--- config.mk ---
export PLATFORM = sky130hd
export DESIGN_NAME = serial_rx
export DESIGN_NICKNAME = d
export VERILOG_FILES = /design/src/rtl/serial_rx.sv
export SDC_FILE = /design/constraint.sdc
export NUM_CORES = 1
export LEC_CHECK = 0
export ABC_AREA = 1
export CAP_MARGIN = 30
export CORE_MARGIN = 4
export CORE_UTILIZATION = 40
export DETAILED_ROUTE_END_ITERATION = 16
export GPL_TIMING_DRIVEN = 0
export SKIP_LAST_GASP = 1
export SLEW_MARGIN = 20
export SYNTH_ARGS = -nofsm -noshare
export SYNTH_HDL_FRONTEND = slang
export SYNTH_SLANG_ARGS = --single-unit
--- constraint.sdc ---
create_clock -name sysclk -period 3 [get_ports sysclk]
set_input_delay 0.3 -clock sysclk [delete_from_list [all_inputs] [get_ports sysclk]]
set_output_delay 0.3 -clock sysclk [all_outputs]
set_load 0.01 [all_outputs]
--- src/rtl/serial_rx.sv ---
// serial_rx: 8N1 UART receiver. Mid-bit sampling driven by a bit-period
// counter, LSB-first shift register, one-cycle valid / frame_err pulses.
module serial_rx #(
  parameter int CLKS_PER_BIT = 10417
) (
  input  logic       sysclk,
  input  logic       rst_n,
  input  logic       rx,
  output logic [7:0] data,
  output logic       valid,
  output logic       frame_err,
  output logic       busy
);

  localparam int CW = (CLKS_PER_BIT > 1) ? $clog2(CLKS_PER_BIT) : 1;
  localparam logic [CW-1:0] CNT_LAST = CW'(CLKS_PER_BIT - 1);
  localparam logic [CW-1:0] CNT_HALF = CW'((CLKS_PER_BIT - 1) / 2);

  localparam logic [1:0] IDLE  = 2'd0;
  localparam logic [1:0] START = 2'd1;
  localparam logic [1:0] DATA  = 2'd2;
  localparam logic [1:0] STOP  = 2'd3;

  logic [1:0]    sync;
  logic [1:0]    sync_fill;
  logic          rx_s;
  logic [1:0]    state;
  logic [CW-1:0] cnt;
  logic [2:0]    bit_idx;
  logic [7:0]    shift;
  logic          armed;

  assign rx_s = sync[1];
  assign busy = (state != IDLE);

  // Two-flop synchronizer; sync_fill marks when rx_s reflects the real line
  // rather than the reset value of the flops.
  always_ff @(posedge sysclk or negedge rst_n) begin
    if (!rst_n) begin
      sync      <= 2'b11;
      sync_fill <= 2'b00;
    end else begin
      sync      <= {sync[0], rx};
      sync_fill <= {sync_fill[0], 1'b1};
    end
  end

  // Receive FSM: start-bit validation, data shifting, stop-bit check.
  // armed gates new frames until the line has genuinely been seen idle
  // (after reset and after a framing error / break).
  always_ff @(posedge sysclk or negedge rst_n) begin
    if (!rst_n) begin
      state     <= IDLE;
      cnt       <= '0;
      bit_idx   <= 3'd0;
      shift     <= 8'h00;
      data      <= 8'h00;
      valid     <= 1'b0;
      frame_err <= 1'b0;
      armed     <= 1'b0;
    end else begin
      valid     <= 1'b0;
      frame_err <= 1'b0;
      if (rx_s && sync_fill[1]) begin
        armed <= 1'b1;
      end
      case (state)
        IDLE: begin
          if (armed && !rx_s) begin
            state <= START;
            cnt   <= '0;
          end
        end
        START: begin
          if (cnt == CNT_HALF) begin
            cnt <= '0;
            if (!rx_s) begin
              bit_idx <= 3'd0;
              state   <= DATA;
            end else begin
              state <= IDLE;
            end
          end else begin
            cnt <= cnt + 1'b1;
          end
        end
        DATA: begin
          if (cnt == CNT_LAST) begin
            shift   <= {rx_s, shift[7:1]};
            cnt     <= '0;
            bit_idx <= bit_idx + 3'd1;
            if (bit_idx == 3'd7) begin
              state <= STOP;
            end
          end else begin
            cnt <= cnt + 1'b1;
          end
        end
        STOP: begin
          if (cnt == CNT_LAST) begin
            cnt   <= '0;
            state <= IDLE;
            if (rx_s) begin
              data  <= shift;
              valid <= 1'b1;
            end else begin
              frame_err <= 1'b1;
              armed     <= 1'b0;
            end
          end else begin
            cnt <= cnt + 1'b1;
          end
        end
        default: state <= IDLE;
      endcase
    end
  end

endmodule

==> results of run 1 <==
[registers in the layout (all words and copies together), names as in the netlist, named ones only]
signal	flops
armed	1
frame_err	1
sync	2
shift	8
state	1
cnt	14
data	8
sync_fill	2
valid	1
bit_idx	3
[synth_stat cells (2+ instances only)]
master and number:
a21oi_1 4, ha_1 4, nand2_1 63, dfrtp_1 40, nor3_1 5, inv_2 3
dfstp_2 2, o22ai_1 5, o21ai_2 8, nand4_1 4, nor2_1 15, nand2_2 4
nor2_2 5, o211ai_1 2, o21ai_0 22, inv_1 39, nand3_1 17
[timing repair]
item,in CTS,in global routing
endpoints found under the hold margin,13,0
hold buffers,1,0
resized for setup,0,0
[logic make-up (layout without fill, tap and decap cells)]
kind of cell    after synthesis  after routing
flops                        42             42
buf+inv                      45             68
fa+ha+maj                     4              4
simple gates                118            118
other cells                   1              1
compound gates               43             43
xor+xnor                      2              2
[cell type report]
class,count,share of cell area [%]
flip-flops and latches,42,43.0
multi-input cells,168,35.2
inverters,42,6.44
repair buffers,15,6.34
well taps,70,3.58
clock buffers,6,2.96
clock inverters,2,1.53
plain buffers,3,0.920
[how the worst min path moves through the flow]
| stage | endpoint | cells past startpoint | startpoint | slack (ps) |
|---|---|---|---|---|
| after CTS | sync_fill[1]$_DFF_PN0_ | 0 | sync_fill[0]$_DFF_PN0_ | 350 |
| after floorplan | async pin | 0 | rst_n | 4 |
| after global placement | sync_fill[1]$_DFF_PN0_ | 0 | sync_fill[0]$_DFF_PN0_ | 330 |
| final | sync_fill[1]$_DFF_PN0_ | 0 | sync_fill[0]$_DFF_PN0_ | 350 |
| after detailed placement | data[3]$_DFFE_PN0P_ | 1 | rst_n | 230 |
| after global routing | sync_fill[1]$_DFF_PN0_ | 0 | sync_fill[0]$_DFF_PN0_ | 360 |
[power breakdown]
part | leakage, nW | switching (mW) | internal, mW
clock | 0.0514 | 0.191 | 0.248
combinational | 0.541 | 0.251 | 0.121
sequential | 0.563 | 0.0477 | 0.604
[metal layers]
metal	part of all wire [%]	vias up
li1	-	860
met1	49	738
met2	46	27
met3	4.0	5
met4	1.2	0
met5	0	-
==> results.txt, run 1 <==
The routability congestion estimate from global placement came out at 0.902. The clock latency reported for the late side of the worst-skew pair came out at between 200 and 300 ps. The number of top-level pins came out at 14.

The sequential cell area is 1050 sq um. The worst setup path is launched from a flop. The number of synthesis warnings came out at 0. The number of global-route vias before repair is 1572. Static timing analysis puts the maximum clock frequency at 528 MHz. The post-placement cell count is roughly 340. The initial antenna violation count is 0.

For the final database, setup skew stands at 4.40 ps. The effective utilization at floorplan is 41.0%. The number of iterations in the first detailed-routing pass came out at 4. The post-detailed-route DRC marker count came out at 0.

The total global-route track usage came out at 14.8%. The cell area after synthesis is 2100 sq um. In this run the static leakage power is roughly 1.2 nW. The placed instances occupy a cell area of 2330 sq um. Counting flops with an async set or reset pin after synthesis yields a share of 100%. The detailed router placed about 1600 vias in this run. The most used flip-flop cell after synthesis is dfrtp_1. Setup violations remaining at the end of the flow were counted as 0. The area growth from synthesis to layout came out at 16.8%. The post-synthesis share of cell area spent on full adders, half adders and majority gates came out at 2.39%. met2 is the most crowded layer.

The post-route antenna net violation count came out at 0. After routing the design area is 2450 sq um. The number of sinks driven by the clock tree came out at 42. The count of standard-cell rows came out at 26. The number of enable flip-flop cells after synthesis came out at 0. The floorplan die area is 6460 sq um. The basic-gate share of the synthesized area counting and, or, nand and nor cells came out at about a quarter. At the worst endpoint, the required time is roughly 2700 ps. The worst path buffer plus inverter count came out at 2. The signal on the critical path passes through nor2_1 > inv_1 > clkdlybuf4s50_1.

In the routed layout, each cell is associated on average with a via count of 4.68. The tightest min-delay check is of the reg -> reg type. The number of DRC markers after the initial detailed-route iteration came out at approximately 120. In this design, the largest share of critical-path delay is due to buffers and inverters. At the pin with the least slew margin, the transition time is 495 ps.

The tightest hold path in the finished design has a slack of 352 ps. The synthesized-area fraction occupied by ao, oa, aoi and oai cells is roughly an eighth. Leaving out fill and tap cells, the most frequent cell in the layout is nand2_1. Dividing total power by cell area gives a power density of 598 nW/um^2. The count of antenna diodes in the layout is 0.

The final clock period utilization by the worst path came out at 63.1%. Leaving out fill and tap cells, the most frequent cells in the layout are nand2_1, dfrtp_1, inv_1, o21ai_0, nand3_1. Of all nets on the critical path, the largest fanout is 6.

The slowest cell on the critical path is clkdlybuf4s50_1. The pre-CTS setup slack is 1290 ps. The post-route non-filler standard cell count is 348. The multi-input combinational cell area came out at 862 sq um. The run finished with clean final reports. The first global-routing pass estimated 7360 microns of wire. The worst setup path is captured at an output port. The met2 demand-to-capacity share in global routing is 23.5%. The normalized max-slew margin came out at 66.7%. The count of filler cells inserted in the layout is 508. Cells with a size suffix above 1 make up a little over an eighth of the layout.

In this run the tool buffered the top-level ports with 13 buffer cells. After technology mapping, the gate count stands at 255. TritonCTS built the clock tree.

The max-cap violation count came out at 0. The total power came out at between 1 and 1.5 mW. The utilization after layout is a little under half. The number of hold violations in the final report came to 0.

The number of cells on the worst reg-to-reg path is 11. The least setup slack across all paths after layout came out at 1110 ps. Global routing used between 3 and 4% of the available met3 tracks. Setup repair after global routing left no endpoint under its margin. The register-to-register setup slack is approximately 1300 ps.

The number of clock buffers added by TritonCTS is 5. The worst-case clock buffer depth is 2. The final-layout setup total negative slack came out at 0 ps. The total detailed-routing wirelength is 4150 microns.

The HPWL after detailed placement is 3130 microns. By area, the combinational part of the netlist is dominated by simple AND/OR/NAND/NOR gates. The largest single stage delay on the critical path is around 570 ps. Sorting the synthesized cells by area gives the leading types as dfrtp_1, nand2_1, inv_1. For this run, global-route usage on met1 was measured as 20.0%. Multiplexer cells account for 0% of the synthesized area. The most critical setup path has its endpoint at busy. The floorplan die height is 80.4 microns. The average cell area after synthesis is 8.22 sq um. The final routed wire length divided by cell count came out at 11.9 microns.

In the final design database the tool counted 284 nets. Counting buffers and inverters, the worst setup path is 3 cells deep. The endpoint identified for the worst register-to-register timing path is cnt[12]$_DFFE_PN0P_.

The count of pins over their slew limit came to 0. The overall die width came out at ~80 microns. CTS placed an instance of clkbuf_8 at the clock tree root. The arrival time of data at the critical path endpoint is 1590 ps. The largest total area in the synthesized netlist belongs to dfrtp_1. When the netlist entered floorplanning its net count stood at 262. The area inside the core boundary is approximately 5100 sq um. The clock transition at the registers of the reported paths came out at ~80 ps.

The post-CTS repair timing setup buffer count came out at 0. The worst register-to-register path begins at cnt[0]$_DFFE_PN0P_. The worst supply voltage drop on vdd is 244 uV. The xor-xnor portion of the synthesized cell area is less than 1%. The pin count of the biggest net entering global routing is 30. Sequential cells were found to cover 50.3% of the synthesized design area. The depth of the CTS H-tree came out at 2. In this run the biggest area consumer among cell types represents 47.8% of the synthesized area. The final period demand of the worst path came out at 1890 ps. The total overflow reported by the global router came out at 0. The count of cell types in the netlist came out at 30. The critical path is of the reg -> out type. The count of state elements after synthesis came out at 42.
Note: power is estimated with default switching activity, not from simulation.
==> run 2, diff against run 1 <==
Clock period 3 ns to 1.95 ns, I/O delays scaled along.
==> results of run 2 <==
The final DEF is identical to that of run 1. Status: finished clean.
Main changes from that run: setup slack after placement 1290 ps -> 238 ps; setup slack after layout 1110 ps -> 161 ps; hold slack 352 ps -> 306 ps; register-to-register setup slack 1290 ps -> 240 ps; end point of the worst hold path sync_fill[1]$_DFF_PN0_ -> sync[0]$_DFF_PN1_; total power 1.46 mW -> 2.25 mW; worst IR drop on VDD 244 uV -> 376 uV
==> run 3, diff against run 2 <==
Settings changed: ABC_AREA 1 to unset.
==> results.txt, run 3 <==
The flow ran to the end, but the final reports show violations. The final reports fail on setup timing. The critical path is of the reg -> reg type. The fraction of final layout cells sized beyond drive strength 1 is 32.8% (+20 points).

The number of flip-flops under the largest register name came to 14 (unchanged). The cell area after synthesis is 1980 sq um (-5.7%). The final clock period utilization by the worst path came out at 122%. The worst-case clock buffer depth is 2 (unchanged). The maximum single-stage delay on the critical path came out at 590 ps (+20 ps). The estimated wirelength of the detail-placed design came out at 2670 microns (-14%).

The number of buffer cells added on primary ports came out at 13 (unchanged). The count of cell types in the netlist is 39 (+30%). The initial antenna violation count came to 0 (unchanged). The effective utilization at floorplan is 41.6% (+0.52 points). The instance count along the most critical hold path came out at 1.

The post-placement cell count is 252 (-26%). Setup repair after global routing could not meet its margin everywhere. The count of state elements after synthesis is 42 (unchanged). The worst path buffer plus inverter count is 1 (-1). The final-report setup violation count came to 37 (+37).

The total detailed-routing wirelength came out at 3970 microns (-4.3%). The buffer cell driving the clock tree root is clkbuf_8. The number of top-level pins came out at 14 (unchanged). The number of DRC markers after the initial detailed-route iteration is 60 (-49%). The count of filler cells inserted in the layout is 421 (-17%). The post-detailed-route DRC marker count is 0 (unchanged). The number of iterations in the first detailed-routing pass is 4 (unchanged).

The arrival time of data at the critical path endpoint came to 2560 ps (+970 ps). The final period demand of the worst path is about 2400 ps. The clock skew after layout came out at 6.93 ps (+2.53 ps). The total overflow reported by the global router is 0 (unchanged). The floorplan die height is 78.3 microns (-2.6%). The number of enable flip-flop cells after synthesis is 0 (unchanged). The least setup slack across all paths after layout is -430 ps. The floorplan die area is 6130 sq um (-5.2%).

The library cells used most frequently in the layout, excluding fill and tap cells, are dfrtp_1, mux2_4, nor2_1, clkdlybuf4s50_1, nand2_1. The count of antenna diodes in the layout is 0 (unchanged). The tightest min-delay check is of the in -> reg type.

The number of global-route vias before repair came out at 1383 (-12%). Among all cell types in the netlist, the one instantiated most often is dfrtp_1. The total power came out at between 2 and 2.5 mW.

Traced cell by cell, the critical path runs through or4b_4 > or4_4 > nor3_4 > buf_6 > mux2_4. The max-cap violation count is 0 (unchanged). The CTS tree is yes.

The register-to-register setup slack is -430 ps. The static leakage was 1.13 nW (-1.9%). The total vias in the final route is 1412 (-13%). The number of buffers created by CTS came out at 5 (unchanged). The count of pins over their slew limit came out at 0 (unchanged). The post-route non-filler standard cell count came out at 271 (-22%). The critical register-to-register path startpoint is cnt[2]$_DFFE_PN0P_.

For hold timing, the worst endpoint is sync[0]$_DFF_PN1_. The post-synthesis cell count is 171 (-33%). The share of the synthesized area in the top cell type is 50.7% (+2.9 points). The depth of the CTS H-tree is 2 (unchanged). The worst flop-to-flop path endpoint is shift[5]$_DFFE_PN0P_.

The clock latency reported for the late side of the worst-skew pair came out at 290 ps (about the same). The number of sinks driven by the clock tree came out at 42 (unchanged). The number of hold violations in the final report is 0 (unchanged). The count of standard-cell rows is 25 (-3.8%).

The pin count of the biggest net entering global routing is 25 (-17%). The number of synthesis warnings came to 0 (unchanged). In the final layout, the registers with the most flip-flops are cnt (14), data (8), shift (8). The area growth from synthesis to layout is 29.4%. The actual transition at the worst max-transition pin came to 661 ps (+166 ps). The highest attainable clock frequency is 420 MHz.

The slowest cell on the critical path is or4b_4. The highest fanout seen on the critical path is 8 (+2). The final routed wire length divided by cell count is 14.6 microns (+23%). The area inside the core boundary is 4750 sq um (-6.9%). The critical path's top delay family is simple AND/OR/NAND/NOR gates. dfrtp_1 takes more of the synthesized area than any other cell. Ranked by flip-flop count, first place goes to cnt. The sequential element share of the synthesized area is 53.3% (+3.1 points).

The overall die width is 78.3 microns (-2.6%). The post-route antenna net violation count came to 0 (unchanged). The net count reported at finish is 210 (-26%). The clock transition at the registers of the reported paths came out at 80 ps (about the same). In this run the power density over the cells is 845 nW/um^2. The worst supply voltage drop on vdd came out at around 700 uV. For this run, the leading register cell type out of synthesis is dfrtp_1. Ranked by total cell area, the synthesized netlist is headed by dfrtp_1, mux2_2, a21oi_1. STA classifies the critical path startpoint as a flop. Counting instances in the post-synthesis netlist gives the leading cell types as dfrtp_1, mux2_2, nor2_1, a21oi_1, nand2_1. The average cell area after synthesis is 11.6 sq um (+41%). The worst hold-check slack is 301 ps. The normalized max-slew margin came out at 55.8% (-11 points). The most common cell after layout, fill and taps aside is dfrtp_1. The kind of end point of the critical path is a flop.

The total global-route track usage is 14.2% (-0.62 points). The count of cells along the worst register-to-register path is 5 (-6). In this run the most critical hold path is launched from rx. The wire length of the first global-routing pass was 6730 microns (-8.5%). The proportion of register bits with asynchronous set or reset after synthesis came out at 100% (unchanged). The average vias per placed instance came out at 5.21 (+11%). The routability congestion estimate from global placement was 0.838 (-7.1%). The synthesized netlist net count was 178 (-32%). Data on the critical path is required at its endpoint by 2130 ps.
==> run 3: worst max-delay path by stage <==
stage                       startpoint              endpoint  cells past startpoint
global placement    cnt[0]$_DFFE_PN0P_  shift[2]$_DFFE_PN0P_                      8
detailed placement  cnt[0]$_DFFE_PN0P_  shift[6]$_DFFE_PN0P_                      8
CTS                 cnt[1]$_DFFE_PN0P_  shift[1]$_DFFE_PN0P_                      7
finish              cnt[2]$_DFFE_PN0P_  shift[5]$_DFFE_PN0P_                      5
floorplan           cnt[0]$_DFFE_PN0P_  shift[0]$_DFFE_PN0P_                      8
global route        cnt[0]$_DFFE_PN0P_  shift[6]$_DFFE_PN0P_                      7
==> run 3: per-stage QoR <==
step                worst slack (ps)  utilization, %  TNS, ps  area, sq um
finish                          -430            53.8   -12270         2560
global route                    -523            53.8   -15240         2560
CTS                             -431            53.0   -12030         2520
detailed placement              -608            48.6   -17490         2310
global placement                -566            48.1   -28460         2290
floorplan                       -468               -   -11740         2070
==> run 3: cell type report <==
| type | instances | area, sq um | area share [%] |
|---|---|---|---|
| clock inverters | 2 | 13.8 | 0.538 |
| repair buffers | 28 | 284 | 11.1 |
| plain buffers | 3 | 33.8 | 1.32 |
| well taps | 67 | 83.8 | 3.28 |
| clock buffers | 6 | 72.6 | 2.84 |
| flip-flops and latches | 42 | 1050 | 41.2 |
| inverters | 6 | 22.5 | 0.881 |
| multi-input cells | 117 | 992 | 38.8 |
==> run 3: kinds of logic after synthesis <==
group | Yosys count | synth area share, %
AOI/OAI and AO/OA | 35 | 12.4
xor gates and xnor gates | 3 | 1.33
adders and majority gates | 4 | 2.53
buffers and inverters | 12 | 3.48
DFF | 42 | 53.3
muxes | 18 | 10.1
other | 1 | 0.190
and+or+nand+nor | 56 | 16.6
==> run 3: repair_timing <==
action,4_1_cts,5_1_grt
gates cloned,3,0
endpoints found under the setup margin,39,38
hold buffers,1,0
gates resized for setup,9,8
endpoints found under the hold margin,16,0
pin swaps,4,2
setup buffers,10,0
==> run 3: worst reg2reg max path, delay by kind of cell, from the launching register on <==
family | cells | cell delay (ps)
and+or+nand+nor | 3 | 1320
buffers and inverters | 1 | 170
muxes | 1 | 300
DFF | 1 | 480
==> run 3: per-layer routing <==
metal	vias to the layer above	routed length, microns	global-route usage (%)
met3	2	188	3.78
li1	676	-	-
met1	703	1820	17.7
met5	-	0	0
met2	31	1930	23.0
met4	0	29	6.29
==> run 3: where the power goes <==
part / leakage (nW) / switching (mW) / internal (mW)
sequential: 0.548 / 0.166 / 0.973
clock: 0.0452 / 0.287 / 0.252
combinational: 0.540 / 0.243 / 0.239
total: 1.13 / 0.696 / 1.46
